File: config.mk
export PLATFORM = sky130hd
export DESIGN_NAME = glyph_pixel_streamer_flat
export DESIGN_NICKNAME = d
export VERILOG_FILES = /design/src/rtl/glyph_pixel_streamer_if.sv /design/src/rtl/glyph_pixel_streamer.sv /design/src/flat_wrapper.sv
export SDC_FILE = /design/constraint.sdc
export NUM_CORES = 1
export LEC_CHECK = 0
export ABC_AREA = 0
export BUFFER_PORTS_ARGS = -buffer_cell sky130_fd_sc_hd__buf_2
export CORE_UTILIZATION = 52
export CTS_BUF_LIST = sky130_fd_sc_hd__clkbuf_2
export DETAILED_ROUTE_END_ITERATION = 7
export PLACE_DENSITY = 0.79
export SKIP_LAST_GASP = 1
export SYNTH_ARGS = -nofsm -noshare
export SYNTH_HDL_FRONTEND = slang
export SYNTH_SLANG_ARGS = --single-unit
File: constraint.sdc
create_clock -name clk -period 4 [get_ports clk]
set_input_delay 0.8 -clock clk [delete_from_list [all_inputs] [get_ports clk]]
set_output_delay 0.8 -clock clk [all_outputs]
set_load 0.005 [all_outputs]
File: src/rtl/glyph_pixel_streamer_if.sv
// Character-in / ROM / pixel-out bundle for the glyph pixel streamer.
// The streamer takes the slave view; the producer, ROM model and pixel sink take the master view.
interface glyph_pixel_streamer_if #(
    parameter int COLS    = 5,
    parameter int ROWS    = 7,
    parameter int COLOR_W = 24
);
    logic [6:0]           char_in;
    logic [COLOR_W-1:0]   fg_in;
    logic [COLOR_W-1:0]   bg_in;
    logic                 char_valid;
    logic                 char_ready;
    logic [6:0]           rom_addr;
    logic [ROWS*COLS-1:0] rom_data;
    logic                 pix_valid;
    logic                 pix_ready;
    logic [COLOR_W-1:0]   pix_color;
    logic                 pix_on;
    logic                 pix_last;

    modport slave (
        input  char_in, fg_in, bg_in, char_valid, rom_data, pix_ready,
        output char_ready, rom_addr, pix_valid, pix_color, pix_on, pix_last
    );

    modport master (
        output char_in, fg_in, bg_in, char_valid, rom_data, pix_ready,
        input  char_ready, rom_addr, pix_valid, pix_color, pix_on, pix_last
    );
endinterface

File: src/rtl/glyph_pixel_streamer.sv
// Fetches one 5x7 glyph bitmap from the character ROM and streams it as one
// GRB colour per pixel, in LED-matrix order, to the WS2812B serializer.
module glyph_pixel_streamer #(
    parameter int COLS       = 5,
    parameter int ROWS       = 7,
    parameter int COLOR_W    = 24,
    parameter int SERPENTINE = 1
) (
    input  logic                 clk,
    input  logic                 rst_n,
    glyph_pixel_streamer_if.slave bus,
    output logic                 busy,
    output logic [1:0]           state_dbg
);
    localparam int NPIX = ROWS * COLS;
    localparam int CW   = (COLS > 1) ? $clog2(COLS) : 1;
    localparam int RW   = (ROWS > 1) ? $clog2(ROWS) : 1;
    localparam int IW   = $clog2(NPIX + 1);

    // Handshakes: a transfer happens on a rising clk edge where valid && ready are
    // both high; the sender holds its payload stable until that edge, and the
    // receiver may drop or raise ready freely without any combinational path back.
    typedef enum logic [1:0] {
        IDLE   = 2'd0,
        FETCH  = 2'd1,
        STREAM = 2'd2
    } state_t;

    state_t               state;
    logic [RW-1:0]        row;
    logic [CW-1:0]        col;
    logic [6:0]           char_q;
    logic [COLOR_W-1:0]   fg_q;
    logic [COLOR_W-1:0]   bg_q;
    logic [NPIX-1:0]      bitmap;

    logic                 char_ready_q;
    logic                 pix_valid_q;
    logic                 pix_on_q;
    logic                 pix_last_q;
    logic [COLOR_W-1:0]   pix_color_q;
    logic                 busy_q;

    logic [RW-1:0]        nxt_row;
    logic [CW-1:0]        nxt_col;
    logic                 nxt_on;
    logic                 nxt_last;
    logic                 first_on;

    // Bitmap bit shown at counter position (r, c); odd rows run right-to-left
    // when the matrix is wired as a zig-zag.
    function automatic logic pick(input logic [NPIX-1:0] bm,
                                  input logic [RW-1:0]   r,
                                  input logic [CW-1:0]   c);
        logic [CW-1:0] cp;
        logic [IW-1:0] k;
        cp = ((SERPENTINE != 0) && r[0]) ? (CW'(COLS - 1) - c) : c;
        k  = IW'(r) * IW'(COLS) + IW'(cp);
        return bm[IW'(NPIX - 1) - k];
    endfunction

    always_comb begin
        nxt_row = row;
        nxt_col = col + CW'(1);
        if (col == CW'(COLS - 1)) begin
            nxt_col = '0;
            nxt_row = row + RW'(1);
        end
        nxt_on   = pick(bitmap, nxt_row, nxt_col);
        nxt_last = (nxt_row == RW'(ROWS - 1)) && (nxt_col == CW'(COLS - 1));
        first_on = bus.rom_data[NPIX-1];
    end

    always_ff @(posedge clk) begin
        if (!rst_n) begin
            state        <= IDLE;
            row          <= '0;
            col          <= '0;
            char_q       <= '0;
            fg_q         <= '0;
            bg_q         <= '0;
            bitmap       <= '0;
            char_ready_q <= 1'b1;
            pix_valid_q  <= 1'b0;
            pix_on_q     <= 1'b0;
            pix_last_q   <= 1'b0;
            pix_color_q  <= '0;
            busy_q       <= 1'b0;
        end else begin
            case (state)
                IDLE: begin
                    if (bus.char_valid) begin
                        char_q       <= bus.char_in;
                        fg_q         <= bus.fg_in;
                        bg_q         <= bus.bg_in;
                        char_ready_q <= 1'b0;
                        busy_q       <= 1'b1;
                        state        <= FETCH;
                    end
                end
                FETCH: begin
                    // ROM is combinational on char_q, so the bitmap is valid this cycle.
                    bitmap      <= bus.rom_data;
                    row         <= '0;
                    col         <= '0;
                    pix_valid_q <= 1'b1;
                    pix_on_q    <= first_on;
                    pix_color_q <= first_on ? fg_q : bg_q;
                    pix_last_q  <= (NPIX == 1);
                    state       <= STREAM;
                end
                STREAM: begin
                    if (bus.pix_ready) begin
                        if (pix_last_q) begin
                            pix_valid_q  <= 1'b0;
                            pix_on_q     <= 1'b0;
                            pix_last_q   <= 1'b0;
                            pix_color_q  <= '0;
                            char_ready_q <= 1'b1;
                            busy_q       <= 1'b0;
                            state        <= IDLE;
                        end else begin
                            row         <= nxt_row;
                            col         <= nxt_col;
                            pix_on_q    <= nxt_on;
                            pix_color_q <= nxt_on ? fg_q : bg_q;
                            pix_last_q  <= nxt_last;
                        end
                    end
                end
                default: begin
                    char_ready_q <= 1'b1;
                    pix_valid_q  <= 1'b0;
                    busy_q       <= 1'b0;
                    state        <= IDLE;
                end
            endcase
        end
    end

    assign bus.char_ready = char_ready_q;
    assign bus.rom_addr   = char_q;
    assign bus.pix_valid  = pix_valid_q;
    assign bus.pix_on     = pix_on_q;
    assign bus.pix_last   = pix_last_q;
    assign bus.pix_color  = pix_color_q;
    assign busy           = busy_q;
    assign state_dbg      = state;
endmodule

File: src/flat_wrapper.sv
// flat-port wrapper written by rule: the top's interface ports become plain ports
module glyph_pixel_streamer_flat 
#(
    parameter int COLS       = 5,
    parameter int ROWS       = 7,
    parameter int COLOR_W    = 24,
    parameter int SERPENTINE = 1
)
  (clk, rst_n, busy, state_dbg, bus_char_in, bus_fg_in, bus_bg_in, bus_char_valid, bus_rom_data, bus_pix_ready, bus_char_ready, bus_rom_addr, bus_pix_valid, bus_pix_color, bus_pix_on, bus_pix_last);
  glyph_pixel_streamer_if #(.COLS(COLS), .ROWS(ROWS), .COLOR_W(COLOR_W)) bus_i ();
  input  logic clk;
  input  logic rst_n;
  output logic busy;
  output logic [1:0] state_dbg;
  input wire logic [$bits(bus_i.char_in)-1:0] bus_char_in;
  input wire logic [$bits(bus_i.fg_in)-1:0] bus_fg_in;
  input wire logic [$bits(bus_i.bg_in)-1:0] bus_bg_in;
  input wire logic [$bits(bus_i.char_valid)-1:0] bus_char_valid;
  input wire logic [$bits(bus_i.rom_data)-1:0] bus_rom_data;
  input wire logic [$bits(bus_i.pix_ready)-1:0] bus_pix_ready;
  output wire logic [$bits(bus_i.char_ready)-1:0] bus_char_ready;
  output wire logic [$bits(bus_i.rom_addr)-1:0] bus_rom_addr;
  output wire logic [$bits(bus_i.pix_valid)-1:0] bus_pix_valid;
  output wire logic [$bits(bus_i.pix_color)-1:0] bus_pix_color;
  output wire logic [$bits(bus_i.pix_on)-1:0] bus_pix_on;
  output wire logic [$bits(bus_i.pix_last)-1:0] bus_pix_last;
  assign bus_i.char_in = bus_char_in;
  assign bus_i.fg_in = bus_fg_in;
  assign bus_i.bg_in = bus_bg_in;
  assign bus_i.char_valid = bus_char_valid;
  assign bus_i.rom_data = bus_rom_data;
  assign bus_i.pix_ready = bus_pix_ready;
  assign bus_char_ready = bus_i.char_ready;
  assign bus_rom_addr = bus_i.rom_addr;
  assign bus_pix_valid = bus_i.pix_valid;
  assign bus_pix_color = bus_i.pix_color;
  assign bus_pix_on = bus_i.pix_on;
  assign bus_pix_last = bus_i.pix_last;
  glyph_pixel_streamer #(.COLS(COLS), .ROWS(ROWS), .COLOR_W(COLOR_W), .SERPENTINE(SERPENTINE)) u_core (.clk(clk), .rst_n(rst_n), .bus(bus_i), .busy(busy), .state_dbg(state_dbg));
endmodule
# --- After elaboration in Yosys (flattened, before gate mapping) ---
# Cells that the tools add are included.
totals:
  register_bits: 127
  inputBits: 94
  word_cells: 75
classes:
  addsub: 5
  mul: 1
  order_cmp: 1
  n_eq_ne: 9
  n_mux: 35
  n_bitwise: 2
  n_reduce_logical: 9
ops:
  columns: ["op", "count"]
  rows:
  - ["$mux 24", 4]
  - ["$pmux 24 s2", 1]
  - ["$mux 3", 7]
  - ["$pmux 3 s2", 2]
  - ["$mux 1", 11]
  - ["$eq 3x3->1 const B", 3]
  - ["$pmux 1 s3", 3]
  - ["$reduce_and 3->1", 3]
  - ["$lt 6x7->1 const B", 1]
  - ["$add 3x1->3 const B", 2]
  - ["$add 6x3->6", 1]
  - ["$bmux 1 s6", 1]
  - ["$mul 3x3->6 const B", 1]
  - ["$mux 2", 3]
  - ["$ne 2x2->1 const B", 3]
  - ["$pmux 2 s3", 1]
  - ["$sub 6x6->6 const A", 1]
  - ["$pmux 1 s2", 2]
  - ["$reduce_and 2->1", 2]
  - ["$reduce_and 4->1", 1]
  - ["$sub 3x3->3 const A", 1]
  - ["$eq 2x1->1 const B", 1]
  - ["$eq 2x2->1 const B", 1]
  - ["$logic_not 2->1", 1]
  - ["other kinds (4)", 5]

# --- Depth between registers and ports, before layout ---
# Gate-level depths: netlist of run 1.
depth:
  depth_word: 12
  ltp_mapped: 23
  depth_no_buf: 20

# --- Least setup slack after synthesis of run 1 ---
# Ideal clock, no wire load.
synth_path:
  path_type: "flip-flop to flip-flop"
  from: "register u_core.col[0]"
  to: "register u_core.pix_color_q[0] (netlist: u_core.bus.pix_color[0])"
  setup_ns: 0.073
  arrival_ns: 4.017
  required_ns: 3.927
  path_slack_ns: -0.090
  path_stages_with_launch: 24
  path_buffers: 3
  path_cell_list: "dfxtp_1 > inv_1 > ha_1 > nand2_1 > nand2_1 > ha_1 > ha_1 > nor2_1 > a21oi_1 > ha_1 > ha_1 > inv_1 > ha_1 > ha_1 > nand3b_1 > o21ai_1 > xor2_2 > or3b_1 > a41o_1 > buf_6 > and2_4 > buf_6 > buf_8 > o211ai_2"
synth_via:
  elab_chain_len: 12
  word_cells_on_any_way: 15
synth_rtl:
  columns: ["item", "line", "text"]
  rows:
  - ["from (decl)", "glyph_pixel_streamer.sv:31", "logic [CW-1:0] col;"]
  - ["from (signal assigned)", "glyph_pixel_streamer.sv:124", "col <= nxt_col;"]
  - ["parallel branches: the longest is 4 deep, another holds $mul 3x3->6", null, null]
  - ["$add 6x3->6 (*)", "glyph_pixel_streamer.sv:58", "k = IW'(r) * IW'(COLS) + IW'(cp);"]
  - ["$sub 6x6->6 (*)", "glyph_pixel_streamer.sv:59", "return bm[IW'(NPIX - 1) - k];"]
  - ["$bmux 1 s6 (*)", "glyph_pixel_streamer.sv:59", null]
  - ["$mux 1 (implied by the code) (*)", "glyph_pixel_streamer.sv:59", null]
  - ["$mux 24 (*)", "glyph_pixel_streamer.sv:126", "pix_color_q <= nxt_on ? fg_q : bg_q;"]
  - ["$mux 24 (*)", "glyph_pixel_streamer.sv:114", "if (pix_last_q) begin"]
  - ["$mux 24 (*)", "glyph_pixel_streamer.sv:113", "if (bus.pix_ready) begin"]
  - ["$pmux 24 s2 (*)", "glyph_pixel_streamer.sv:90", "case (state)"]
  - ["to (signal assigned)", "glyph_pixel_streamer.sv:108", "pix_color_q <= first_on ? fg_q : bg_q;"]
  - ["to (signal assigned)", "glyph_pixel_streamer.sv:126", null]
  - ["to (decl)", "glyph_pixel_streamer.sv:41", "logic [COLOR_W-1:0] pix_color_q;"]
# Mark *: on every way between the ends. The select of a mux whose other input is x is not followed.
# A chain may end at the register's enable or synchronous reset.

# --- Final worst setup path of run 1 ---
layout_path:
  from: "register u_core.col[1]"
  to: "register u_core.pix_color_q[8] (netlist: u_core.bus.pix_color[8])"
# The elaborated chain is that of the path after synthesis.

==> impl_summary.md, run 1 <==
Power and ir drop
Power spread over the standard cell area amounts to approximately 340 nW/µm². The static leakage is 0.00322 µW. The share of total power in the clock network is 25.9%. The power share of the sequential group is 54.8%. The internal power contribution is 1790 µW. The worst ir drop on vdd is about 0.19 mV.

The switching power is 779 µW. The combinational share of power is just under 20%. The share of total power consumed by net switching is 30.3%.

Die
The boundary pin count is 132. The number of standard-cell rows in the floorplan is 40. The overall die height is roughly 110 µm. The die covers 12,900 µm². Measured along the x axis, the die boundary spans 114 µm. The area of the core is 12,100 µm². The starting density of the core is 53.7%.

Global route
The total track usage is between 20% and 30%. Summed over all layers, the global routing overflow is 0. The initial antenna violation count came to 1. The first global-routing pass estimated about 25,000 µm of wire. The via count of the first global-routing pass is 5,227. Entering global routing, the biggest net connects 97 pins.

Placement
During placement, the flow inserted port buffers numbering 131. At the end of routability-driven placement, the weighted congestion stood at approximately 0.82. Summing all placed instances gives a cell area of about 7200 µm². The detailed-placement wirelength estimate is between 9000 and 10,000 µm.

STA
The shortest clock period the worst path allows after layout is 3.92 ns. The setup TNS is 0 ns. In this run the tightest slew margin relative to its limit is 19.6%. Across all hold checks on the routed design, the worst slack comes to between 0.3 and 0.4 ns. For the pin with the worst max-slew slack, the measured transition is 1.20 ns.

Clock skew on the completed layout was measured at 0.0317 ns. The achievable clock frequency is ~260 MHz. The final critical path takes up 97.9% of the cycle. Setup violations remaining at the end of the flow were counted as 0.

Setup repair after global routing could not meet its margin everywhere. The count of endpoints failing hold in the final timing report is 0. The number of slew-limit violations in the final report was 0.

Route
The total wire length is 15,500 µm. The remaining number of nets flagged by the antenna check after routing is 0. The DRC violations left is 0.

After detailed routing, the number of vias per cell comes to 5.28. Dividing the detail-routed wire length by the instance count gives 14.3 µm. The DRC marker count from the first detailed-route iteration is 297. For this block, the via count after detailed routing is 5,733.

Before antenna repair, the detailed router went through 4 iterations.

Final layout
With fillers left out, the area of the finished cells amounts to 7590 µm². The net count of the finished layout is 1,013. The share of layout cells above drive strength 1 is 25.2%. The number of antenna diodes in the final layout is 0.

Compared with the post-synthesis result, the final layout area differs by 17.1%.

Synth
Yosys mapped a number of flops with a built-in enable equal to 0. The synthesized netlist cell count is between 700 and 800. The cell type with the highest aggregate area in the netlist is dfxtp_1. The portion of synthesized cell area occupied by the leading cell type is 39.2%. The sequential cell area fraction in the yosys report is 39.2%. After synthesis the cells add up to 6480 µm². The number of distinct library cells after synthesis is 44. The number of warnings reported in the yosys synthesis log is 0. A synthesized cell averages slightly above 8 µm².

The number of nets produced by synthesis is 902. The share of flip-flops with an asynchronous set or reset after synthesis is 0%. In the post-synthesis netlist, the biggest area contributors are dfxtp_1 (39%), nand2_1 (12%), a21boi_0 (11%), mux2i_1 (6.6%), nand3_1 (4.5%).

In this run, synthesis produced a sequential element count of roughly 130. The leading register cell type out of synthesis is dfxtp_1.

Clocking
TritonCTS built the clock tree. Counting along the longest clock path gives a buffer depth of 2. In this run, CTS created clock tree buffers numbering 17. The tree is rooted in a clkbuf_2. The later-pin clock latency in the skew report is about 0.70 ns. Clock tree synthesis found a total of 127 sinks.

The clock tree synthesis step divided the H-tree into 4 levels. Clock-pin slew was measured on the worst setup and hold paths at 0.18 ns.

Worst hold path
The path type of the worst min-delay path is primary input to flop. The number of stages on the worst hold path is 3.

Worst setup path
The capture point of the worst path is u_core.bus.pix_color[8]. The startpoint identified for the worst register-to-register timing path is u_core.col[1]. The worst setup path is captured at a flop.

Data on the critical path arrives at its endpoint at 4.55 ns. The destination of the worst register-to-register timing path is u_core.bus.pix_color[8]. For the worst flop-to-flop path, the logic depth is 21.

Setup slack on the worst reg-to-reg path comes out at roughly 0.084 ns. The origin of the worst setup path is u_core.col[1]. In this run the worst path has a maximum fanout of 8.

The required arrival time at the worst endpoint is 4.64 ns. The startpoint class of the critical path is a flop. The critical setup path kind is flop to flop.

Run
The count of max-cap constraint violations is 0.

Outcome
The flow ran to the end, and the final reports show no timing, DRC or antenna violations.
## cells in the final DEF (no fill, tap or decap), types with 3 or more instances in the layout
master	Yosys	final
nand2_1	215	211
buf_2	1	130
dfxtp_1	127	125
a21boi_0	93	93
nand3_1	58	58
mux2i_1	43	43
o21ai_0	31	31
and3_1	26	26
o21a_1	24	24
clkbuf_2	0	22
o211ai_2	20	20
buf_4	0	19
nor2_1	12	12
inv_1	13	10
a21oi_1	11	10
nor2b_1	9	6
ha_1	12	6
ha_4	0	5
clkinv_2	0	5
o211ai_1	4	4
xor2_1	3	3
nand2_2	0	3
a22oi_1	3	3
buf_6	4	3
## layout make-up
cell class / instances / area (µm²)
Timing Repair Buffer: 155 / 892
Sequential cell: 127 / 2550
Inverter: 13 / 51.3
Clock inverter: 9 / 70.1
Fill cell: 1087 / 4470
Clock buffer: 22 / 110
Multi-Input combinational cell: 592 / 3710
Tap cell: 168 / 210
## synthesized netlist by cell type, drive strengths merged (13+ instances only)
cell,number
and3,26
nand2,215
clkbuf,47
o21ai,32
inv,13
dfxtp,127
mux2i,43
buf,16
o211ai,24
o21a,24
nand3,58
a21boi,93
## power by group through the flow
stage                     Sequential, µW  Combinational [µW]  Clock [µW]
after CTS                           1410                 482         687
after detailed placement            1440                 478           0
after floorplan                     1420                 324           0
final                               1410                 496         667
after global placement              1440                 469           0
after global routing                1420                 553         749
## flip-flops by register name, indices dropped and copies added, names as in the netlist
name	flops
u_core.bg_q	24
u_core.col	3
u_core.bus.pix_on	1
u_core.bus.pix_color	24
u_core.busy	1
u_core.state_dbg	2
u_core.bus.pix_valid	1
u_core.bus.rom_addr	7
u_core.bitmap	35
u_core.row	3
u_core.bus.char_ready	1
u_core.fg_q	24
u_core.bus.pix_last	1
## worst min-delay path by stage
stage / startpoint / endpoint
3_3_place_gp: u_core.bus.char_ready / u_core.bus.char_ready
3_5_place_dp: u_core.bus.rom_addr[1] / u_core.bus.rom_addr[1]
5_1_grt: bus_rom_data[6] / u_core.bitmap[6]
2_1_floorplan: u_core.bitmap[10] / u_core.bitmap[10]
6_report: bus_char_in[3] / u_core.bus.rom_addr[3]
4_1_cts: bus_char_in[3] / u_core.bus.rom_addr[3]
## per-layer routing
| metal | global-route usage, % | part of all wire (%) | vias to the layer above |
|---|---|---|---|
| met5 | 0 | 0.084 | - |
| met2 | 41.3 | 49 | 127 |
| met4 | 6.67 | 1.4 | 2 |
| met1 | 29.6 | 45 | 2631 |
| li1 | - | - | 2952 |
| met3 | 6.64 | 4.4 | 21 |
## per-stage QoR
step,setup slack [ns],total power (µW),instances,util (%)
5_1_grt,-0.163,2720,1086,62.9
3_5_place_dp,-0.0420,1920,1048,60.0
4_1_cts,0.00722,2580,1081,61.7
6_report,0.0840,2570,1086,62.9
3_3_place_gp,0.0598,1900,1048,60.0
2_1_floorplan,0.0160,1750,795,-
## critical path, cell delays in order (launching register included)
cell	delay, ns
dfxtp_2	0.39
buf_6	0.11
ha_4	0.13
nor2_1	0.03
mux2i_1	0.21
inv_1	0.11
ha_4	0.27
nor2_1	0.03
a21oi_1	0.12
ha_1	0.25
ha_1	0.28
inv_2	0.04
ha_4	0.15
ha_4	0.15
nand3b_1	0.17
o21ai_2	0.11
xor2_2	0.17
or3b_1	0.36
a41o_1	0.26
and2_4	0.19
buf_12	0.15
o211ai_2	0.15
## timing repair
item | in CTS | in global routing
cloned | 0 | 1
hold buffers | 0 | 0
setup buffers | 2 | 4
pin swaps | 1 | 25
gates resized for setup | 3 | 20
endpoints found under the setup margin | 25 | 25
## cells by family (layout without fill, tap and decap cells)
family | count (synthesis) | in the layout | share of synthesized area (%)
xor+xnor | 5 | 5 | 0.792
simple gates | 333 | 333 | 22.4
flops | 127 | 127 | 39.2
fa+ha+maj | 13 | 13 | 2.63
mux | 45 | 45 | 6.99
buf+inv | 76 | 199 | 5.23
compound gates | 196 | 196 | 22.7
Power figures use the tool's default switching activity.
==> run 2, diff against run 1 <==
--- a/config.mk
+++ b/config.mk
@@ -7,10 +7,13 @@
 export LEC_CHECK = 0
 export ABC_AREA = 0
 export BUFFER_PORTS_ARGS = -buffer_cell sky130_fd_sc_hd__buf_2
-export CORE_UTILIZATION = 52
+export CELL_PAD_IN_SITES_DETAIL_PLACEMENT = 0
+export CELL_PAD_IN_SITES_GLOBAL_PLACEMENT = 2
+export CORE_ASPECT_RATIO = 1.4
+export CORE_UTILIZATION = 30
 export CTS_BUF_LIST = sky130_fd_sc_hd__clkbuf_2
 export DETAILED_ROUTE_END_ITERATION = 7
-export PLACE_DENSITY = 0.79
+export PLACE_DENSITY_LB_ADDON = 0.1
 export SKIP_LAST_GASP = 1
 export SYNTH_ARGS = -nofsm -noshare
 export SYNTH_HDL_FRONTEND = slang
==> run 2 against run 1 <==
Non-clock buffer count shrank 4. Die area grew 72%. Sequential power about the same. Flip-flop and latch count stayed put. First-iteration DRC count rose by 2.4%. Critical endpoint is now u_core.bus.pix_on. Setup slack gained 0.093 ns. Register-to-register slack better by 0.09 ns. Final cell count increased by 8.7%. Hold slack got worse by 0.018 ns. Global-route usage is 6.6 points lower. Cell area increased by 1.9%.
==> impl_summary.md, run 2 (synthesis gave the netlist of run 1 again) <==
Worst setup path
The startpoint class of the critical path is a flop. The critical path arrival is 4.49 ns (-0.06 ns). STA classifies the critical path endpoint as a flop. The largest fanout of any net on the critical path is 7 (-1). The critical path is of the flop to flop type. The required arrival time at the worst endpoint came to 4.67 ns (+0.03 ns).

Final layout
The area added between synthesis and finish is 19.3%. In the layout the commonest cells are nand2_1 (211), buf_2 (130), dfxtp_1 (125), a21boi_0 (93), nand3_1 (58). The area of the multi-input gates is 3730 µm² (+0.71%). Counting flops per register, the top entry is u_core.bitmap. The share of layout cells above drive strength 1 is 25.5% (+0.33 points).

The number of filler instances in the final layout is 2,255 (+110%). The flip-flop count of the largest register, all copies and words added came to 35 (unchanged). The final net count is 1,012 (-0.099%). Leaving out fill and tap cells, the most frequent cell in the layout is nand2_1. The combined flip-flop and latch cell area is 2550 µm² (unchanged).

Placement
The routability-driven placement congestion ratio is 0.785 (-4.8%). The detailed-placement wirelength estimate is 12,300 µm (+24%). The count of buffers from port buffering is 131 (unchanged).

Clocking
The hold-fix buffer count after cts is 0 (unchanged). TritonCTS built the clock tree. The clock edge transition at the registers on the reported setup and hold paths is 0.22 ns (+0.04 ns). The number of sinks driven by the clock tree is 127 (unchanged). The later-pin clock latency in the skew report is 0.71 ns (about the same).

The deepest clock path buffer count is 2 (unchanged). The number of buffers added by the clock tree synthesis step came to 17 (unchanged). The H-tree depth came to 4 (unchanged). The root buffer cell chosen for the clock tree is clkbuf_2.

Worst hold path
The path type of the worst min-delay path is primary input to flop.

Route
The remaining number of nets flagged by the antenna check after routing was 0 (unchanged). The total wire length is 18,800 µm (+21%). The detailed-route wire length per cell is 15.9 µm (+12%). The DRC violations left is 0 (unchanged). The vias per cell was 5.00 (-5.2%).

The detailed-router iteration count before antenna repair is 5 (+1). The total number of vias was 5,903 (+3.0%). The DRC marker count from the first detailed-route iteration was 304 (+2.4%).

STA
The achievable clock frequency is 262 MHz (+2.4%). The shortest clock period the worst path allows after layout is 3.82 ns (-0.0925 ns). The slew of the pin with the lowest slew margin came to 1.04 ns (-0.162 ns). The setup skew after layout is 0.0353 ns (+0.00366 ns). The number of slew-limit violations in the final report is 0 (unchanged). Setup repair after global routing left no endpoint under its margin. The final period utilization is 95.6% (-2.3 points). The worst-case hold slack is 0.300 ns (-0.0184 ns).

The count of endpoints failing hold in the final timing report came to 0 (unchanged). The final-report setup violation count is 0 (unchanged). The worst relative slew slack was 30.8% (+11 points).

Die
The area of the die was 22,200 µm² (+72%). The floorplan die width was 126 µm (+11%). The boundary pin count was 132 (unchanged). The area of the core is 21,200 µm² (+76%). The number of standard-cell rows in the floorplan is 63 (+57%). The starting density of the core is 30.6% (-23 points).

The overall die height is 176 µm (+55%).

Power and ir drop
The worst ir drop on vdd is 0.150 mV (-21%). The share of total power in the clock network is 28.9% (+3.0 points). The static leakage is 0.00321 µW (-0.25%). The power density over the cells came to 349 nW/µm² (+2.8%). The combinational share of power is 18.5% (-0.8 points).

The switching power came to 897 µW (+15%). The internal power contribution is 1800 µW (+0.20%). The share of total power consumed by net switching was 33.3% (+3.0 points). The total design power is 2690 µW (+4.7%). The power share of the sequential group is 52.5% (-2.3 points).

Outcome
The flow ran to the end, and the final reports show no timing, DRC or antenna violations.

Global route
The maximum number of pins on one net before global-route repair is 98 (+1.0%). The first-pass GRT wire length is 30,200 µm (+23%). The via count of the first global-routing pass was 5,807 (+11%). The total track usage is 17.5% (-6.6 points). The initial antenna violation count is 2 (+1).

The total global routing overflow came to 0 (unchanged).

Run
The count of max-cap constraint violations came to 0 (unchanged).
## run 2: cell types whose count changed in the layout (fill, tap and decap cells not counted), moves of 3 or more
cell | previous run | this run
clkbuf_2 | 22 | 17
and2_4 | 1 | 4
clkinv_4 | 0 | 4
clkinvlp_4 | 1 | 4
## run 2: path summary, 6_finish.rpt
kind | from | cells after the start | slack (ns) | end
max | u_core.col[0] | 20 | 0.18 | u_core.bus.pix_on
min | bus_char_in[4] | 3 | 0.30 | u_core.bus.rom_addr[4]
max reg2reg | u_core.col[0] | 20 | 0.18 | u_core.bus.pix_on
min reg2reg | u_core.bitmap[19] | 2 | 0.48 | u_core.bitmap[19]
## run 2: per-layer routing
layer,share of wire (%),global-route usage [%],up-vias
met5,0,0,-
met4,1.6,6.22,0
met3,4.2,3.93,18
met2,52,31.0,137
met1,42,20.4,2803
li1,-,-,2945
## run 2: power by group through the flow
stage               Combinational [µW]  Clock (µW)  Sequential (µW)
floorplan                          324           0             1420
global route                       566         878             1430
CTS                                500         817             1420
finish                             500         780             1420
detailed placement                 494           0             1440
global placement                   482           0             1440
## run 2: worst max-delay path: stages, from the launching register on
cell and delay (ns):
dfxtp_4 0.43, inv_4 0.04, ha_4 0.26, inv_1 0.04, ha_2 0.16, ha_1 0.26
nor2_1 0.08, a21oi_1 0.05, ha_1 0.33, ha_4 0.27, inv_2 0.04, ha_4 0.15
ha_2 0.16, nand3b_1 0.16, o21ai_2 0.09, xor2_2 0.16, or3b_4 0.39, a41o_4 0.27
buf_12 0.16, a21bo_2 0.18, a21oi_1 0.10
## run 2: repair_timing
action,in CTS,in global routing
buffers inserted,0,1
pin swaps,2,8
gates cloned,2,2
setup endpoints to repair,25,25
gates resized for setup,7,21
## run 2: per-stage QoR
stage	cells	cell area, µm²	setup WS, ns	TNS [ns]	utilization, %
final	1180	7730	0.176	0	36.5
after global routing	1180	7730	0.00297	0	36.5
after CTS	1175	7590	-0.0265	-0.0790	35.8
after detailed placement	1141	7330	-0.0426	-0.318	34.6
after global placement	1141	7330	0.0199	0	34.6
after floorplan	795	6490	0.0160	0	-
## run 2: area by class of cell
class                      instances  area share [%]
clock inverter                    15            1.80
timing repair buffer             151            10.9
tap                              260            4.21
antenna                            2          0.0647
inverter                          13           0.664
clock buffer                      17            1.10
multi-input combinational        595            48.3
sequential                       127            33.0
==> run 3, diff against run 2 <==
--- a/config.mk
+++ b/config.mk
@@ -13,8 +13,9 @@
 export CORE_UTILIZATION = 30
 export CTS_BUF_LIST = sky130_fd_sc_hd__clkbuf_2
 export DETAILED_ROUTE_END_ITERATION = 7
-export PLACE_DENSITY_LB_ADDON = 0.1
+export PLACE_DENSITY = 0.84
 export SKIP_LAST_GASP = 1
+export SLEW_MARGIN = 5
 export SYNTH_ARGS = -nofsm -noshare
 export SYNTH_HDL_FRONTEND = slang
 export SYNTH_SLANG_ARGS = --single-unit
==> run 3 against run 2 <==
Critical path type unchanged. Highest routed layer is now met5. Sequential share of layout area shrank 0.12 points. Non-clock buffer count is the same. Hold slack better by 0.0096 ns. Critical path depth rose by 1.
==> impl_summary.md, run 3 (synthesis gave the netlist of run 1 again) <==
Worst setup path
The required arrival time at the worst endpoint is 4.64 ns (-0.03 ns). The depth of the worst register-to-register path is 21 (+5.0%). The critical setup path kind is flop to flop.

The kind of capture point of the worst setup path is a flop. The largest individual stage delay along the critical path comes from the cell dfxtp_4. In this run the critical register-to-register path is launched from u_core.col[0]. The combined buffer and inverter count along the critical path is 3 (-1). The destination of the worst register-to-register timing path is u_core.bus.pix_on.

STA classifies the critical path startpoint as a flop. The largest fanout of any net on the critical path is 7 (unchanged). The critical path arrival is 4.53 ns (+0.04 ns).

The most numerous cell type found on the critical path is ha_4. The largest stage delay on the critical path is 0.41 ns (-0.02 ns). Broken down by cell family, the worst path's largest delay share belongs to adder cells.

Traced cell by cell, the critical path runs through inv_4 > ha_4 > nand2_2 > nand2_2 > ha_4 > ha_4 > nor2_4 > a21oi_2 > ha_1 > ha_1 > inv_1 > ha_2 > ha_4 > nand3b_1 > o21ai_2 > xor2_2 > or3b_4 > a41o_4 > buf_8 > a21bo_2 > a21oi_1. The slack of the worst reg-to-reg path is 0.11 ns (-0.07 ns).

Global route
The initial antenna violation count is 4 (+2). The first-pass GRT wire length was 28,900 µm (-4.5%). The via count of the first global-routing pass was 5,545 (-4.5%).

The maximum number of pins on one net before global-route repair is 93 (-5.1%). The total global routing overflow was 0 (unchanged). The total track usage is 16.5% (-1.0 points).

Final layout
In the layout the commonest cells are nand2_1 (211), buf_2 (130), dfxtp_1 (125), a21boi_0 (93), nand3_1 (58). The final instance area came to 7770 µm² (+0.45%). Relative to the synthesized area, the layout overhead comes to 19.9%.

The library cell used most frequently in the layout, excluding fill and tap cells, is nand2_1. The share of layout cells above drive strength 1 is 25.7% (+0.25 points). The flip-flop count of the largest register, all copies and words added came to 35 (unchanged).

The final net count is 1,012 (unchanged). More flip-flops sit in one register than any other, and that register is u_core.bitmap.

STA
The slew of the pin with the lowest slew margin is 1.07 ns (+0.0361 ns). Setup repair after global routing could not meet its margin everywhere. The achievable clock frequency was 257 MHz (-1.8%). The worst relative slew slack is 28.4% (-2.4 points). The final period utilization is 97.3% (+1.8 points). The final-report setup violation count is 0 (unchanged). The setup skew after layout was 0.0428 ns (+0.00742 ns). The count of endpoints failing hold in the final timing report was 0 (unchanged). The shortest clock period the worst path allows after layout is 3.89 ns (+0.0704 ns). The number of slew-limit violations in the final report is 0 (unchanged).

Die
The starting density of the core is 30.6% (unchanged). The area of the core is 21,200 µm² (unchanged). The area of the die is 22,200 µm² (unchanged).

The floorplan die width was 126 µm (unchanged). The overall die height is 176 µm (unchanged). The number of standard-cell rows in the floorplan is 63 (unchanged). The boundary pin count was 132 (unchanged).

Worst hold path
The end point of the most critical hold path is u_core.fg_q[5]. The launch point of the worst hold path is bus_fg_in[5]. The number of stages on the worst hold path came to 3 (unchanged).

The path type of the worst min-delay path is primary input to flop.

Route
The remaining number of nets flagged by the antenna check after routing came to 0 (unchanged). The DRC violations left is 0 (unchanged). The detailed-router iteration count before antenna repair is 4 (-1). The total wire length was 17,900 µm (-4.7%). The total number of vias is 5,757 (-2.5%).

The vias per cell is 4.88 (-2.5%). The DRC marker count from the first detailed-route iteration was 277 (-8.9%). The detailed-route wire length per cell is 15.1 µm (-4.7%).

Outcome
The run finished with clean final reports.

Placement
The detailed-placement wirelength estimate is 11,700 µm (-4.8%). The total cell area at the placement stage is 7350 µm² (+0.17%). The routability-driven placement congestion ratio is 0.784 (-0.13%).

The count of buffers from port buffering is 131 (unchanged).

Run
The count of max-cap constraint violations is 0 (unchanged).

Power and ir drop
The worst ir drop on vdd is 0.136 mV (-8.9%). The total design power is 2620 µW (-2.7%). The power density over the cells came to 338 nW/µm² (-3.1%). The static leakage is 0.00321 µW (-0.14%).

Clocking
The later-pin clock latency in the skew report came to 0.70 ns (about the same). The H-tree depth is 4 (unchanged). The clock edge transition at the registers on the reported setup and hold paths is 0.21 ns (about the same).

TritonCTS built the clock tree. The buffer cell driving the clock tree root is clkbuf_2. The deepest clock path buffer count is 2 (unchanged).

The hold-fix buffer count after cts is 0 (unchanged). The number of sinks driven by the clock tree came to 127 (unchanged). The number of buffers added by the clock tree synthesis step is 17 (unchanged).
[run 3: cell types whose count changed in the layout (fill, tap and decap cells not counted), sizes merged]
| cell | previous run | this run |
|---|---|---|
| clkbuf | 18 | 20 |
| inv | 16 | 14 |
| clkinv | 7 | 6 |
| diode | 2 | 3 |
[run 3: power breakdown]
group / leakage, µW / internal [µW] / switching [µW]
logic: 0.00205 / 219 / 287
clock network: 0.000117 / 217 / 488
registers: 0.00104 / 1350 / 58.8
total: 0.00321 / 1790 / 834
[run 3: final cells by class]
type / instances / area (µm²)
diodes: 3 / 7.51
clock buffers: 19 / 95.1
clock inverters: 12 / 96.3
fillers: 2273 / 13400
inverters: 13 / 53.8
multi-input cells: 595 / 3780
flip-flops and latches: 127 / 2550
well taps: 260 / 325
repair buffers: 151 / 857
[run 3: repair_timing]
action                                  CTS  global route
resized for setup                         6            33
pin swaps                                 2            14
setup buffers                             1             0
endpoints found under the setup margin   25            25
gates cloned                              1             3
hold endpoints to repair                  0             0
[run 3: worst max path at each step]
| stage | from | depth (start not counted) | slack [ns] | endpoint |
|---|---|---|---|---|
| after floorplan | u_core.col[0] | 23 | 0.02 | u_core.bus.pix_color[0] |
| after global placement | u_core.col[1] | 19 | -0.02 | u_core.bus.pix_color[16] |
| after detailed placement | u_core.col[0] | 20 | -0.07 | u_core.bus.pix_color[18] |
| after CTS | u_core.col[0] | 20 | 0.02 | u_core.bus.pix_color[18] |
| after global routing | u_core.col[1] | 20 | -0.04 | u_core.bus.pix_color[16] |
| final | u_core.col[0] | 21 | 0.11 | u_core.bus.pix_on |
[run 3: per-layer routing]
layer | global-route usage (%) | wire length [µm]
met3 | 3.69 | 779
met5 | 0 | 13
met2 | 28.9 | 9070
met1 | 19.7 | 7730
met4 | 5.47 | 275
[run 3: metrics by stage]
| stage | worst slack [ns] | util (%) | setup TNS [ns] | instances | hold WS (ns) |
|---|---|---|---|---|---|
| 2_1_floorplan | 0.0160 | - | 0 | 795 | 0.443 |
| 3_3_place_gp | -0.0175 | 34.6 | -0.0671 | 1141 | 0.446 |
| 3_5_place_dp | -0.0660 | 34.6 | -0.936 | 1141 | 0.452 |
| 4_1_cts | 0.0200 | 35.7 | 0 | 1174 | 0.219 |
| 5_1_grt | -0.0447 | 36.6 | -0.311 | 1179 | 0.199 |
| 6_report | 0.106 | 36.6 | 0 | 1180 | 0.310 |
[run 3: worst reg2reg max path, stage by stage (launching register included)]
cell and delay [ns]:
dfxtp_4 0.41, inv_4 0.04, ha_4 0.16, nand2_2 0.08, nand2_2 0.07, ha_4 0.16
ha_4 0.23, nor2_4 0.07, a21oi_2 0.04, ha_1 0.30, ha_1 0.27, inv_1 0.04
ha_2 0.20, ha_4 0.16, nand3b_1 0.17, o21ai_2 0.10, xor2_2 0.17, or3b_4 0.40
a41o_4 0.33, buf_8 0.16, a21bo_2 0.18, a21oi_1 0.11
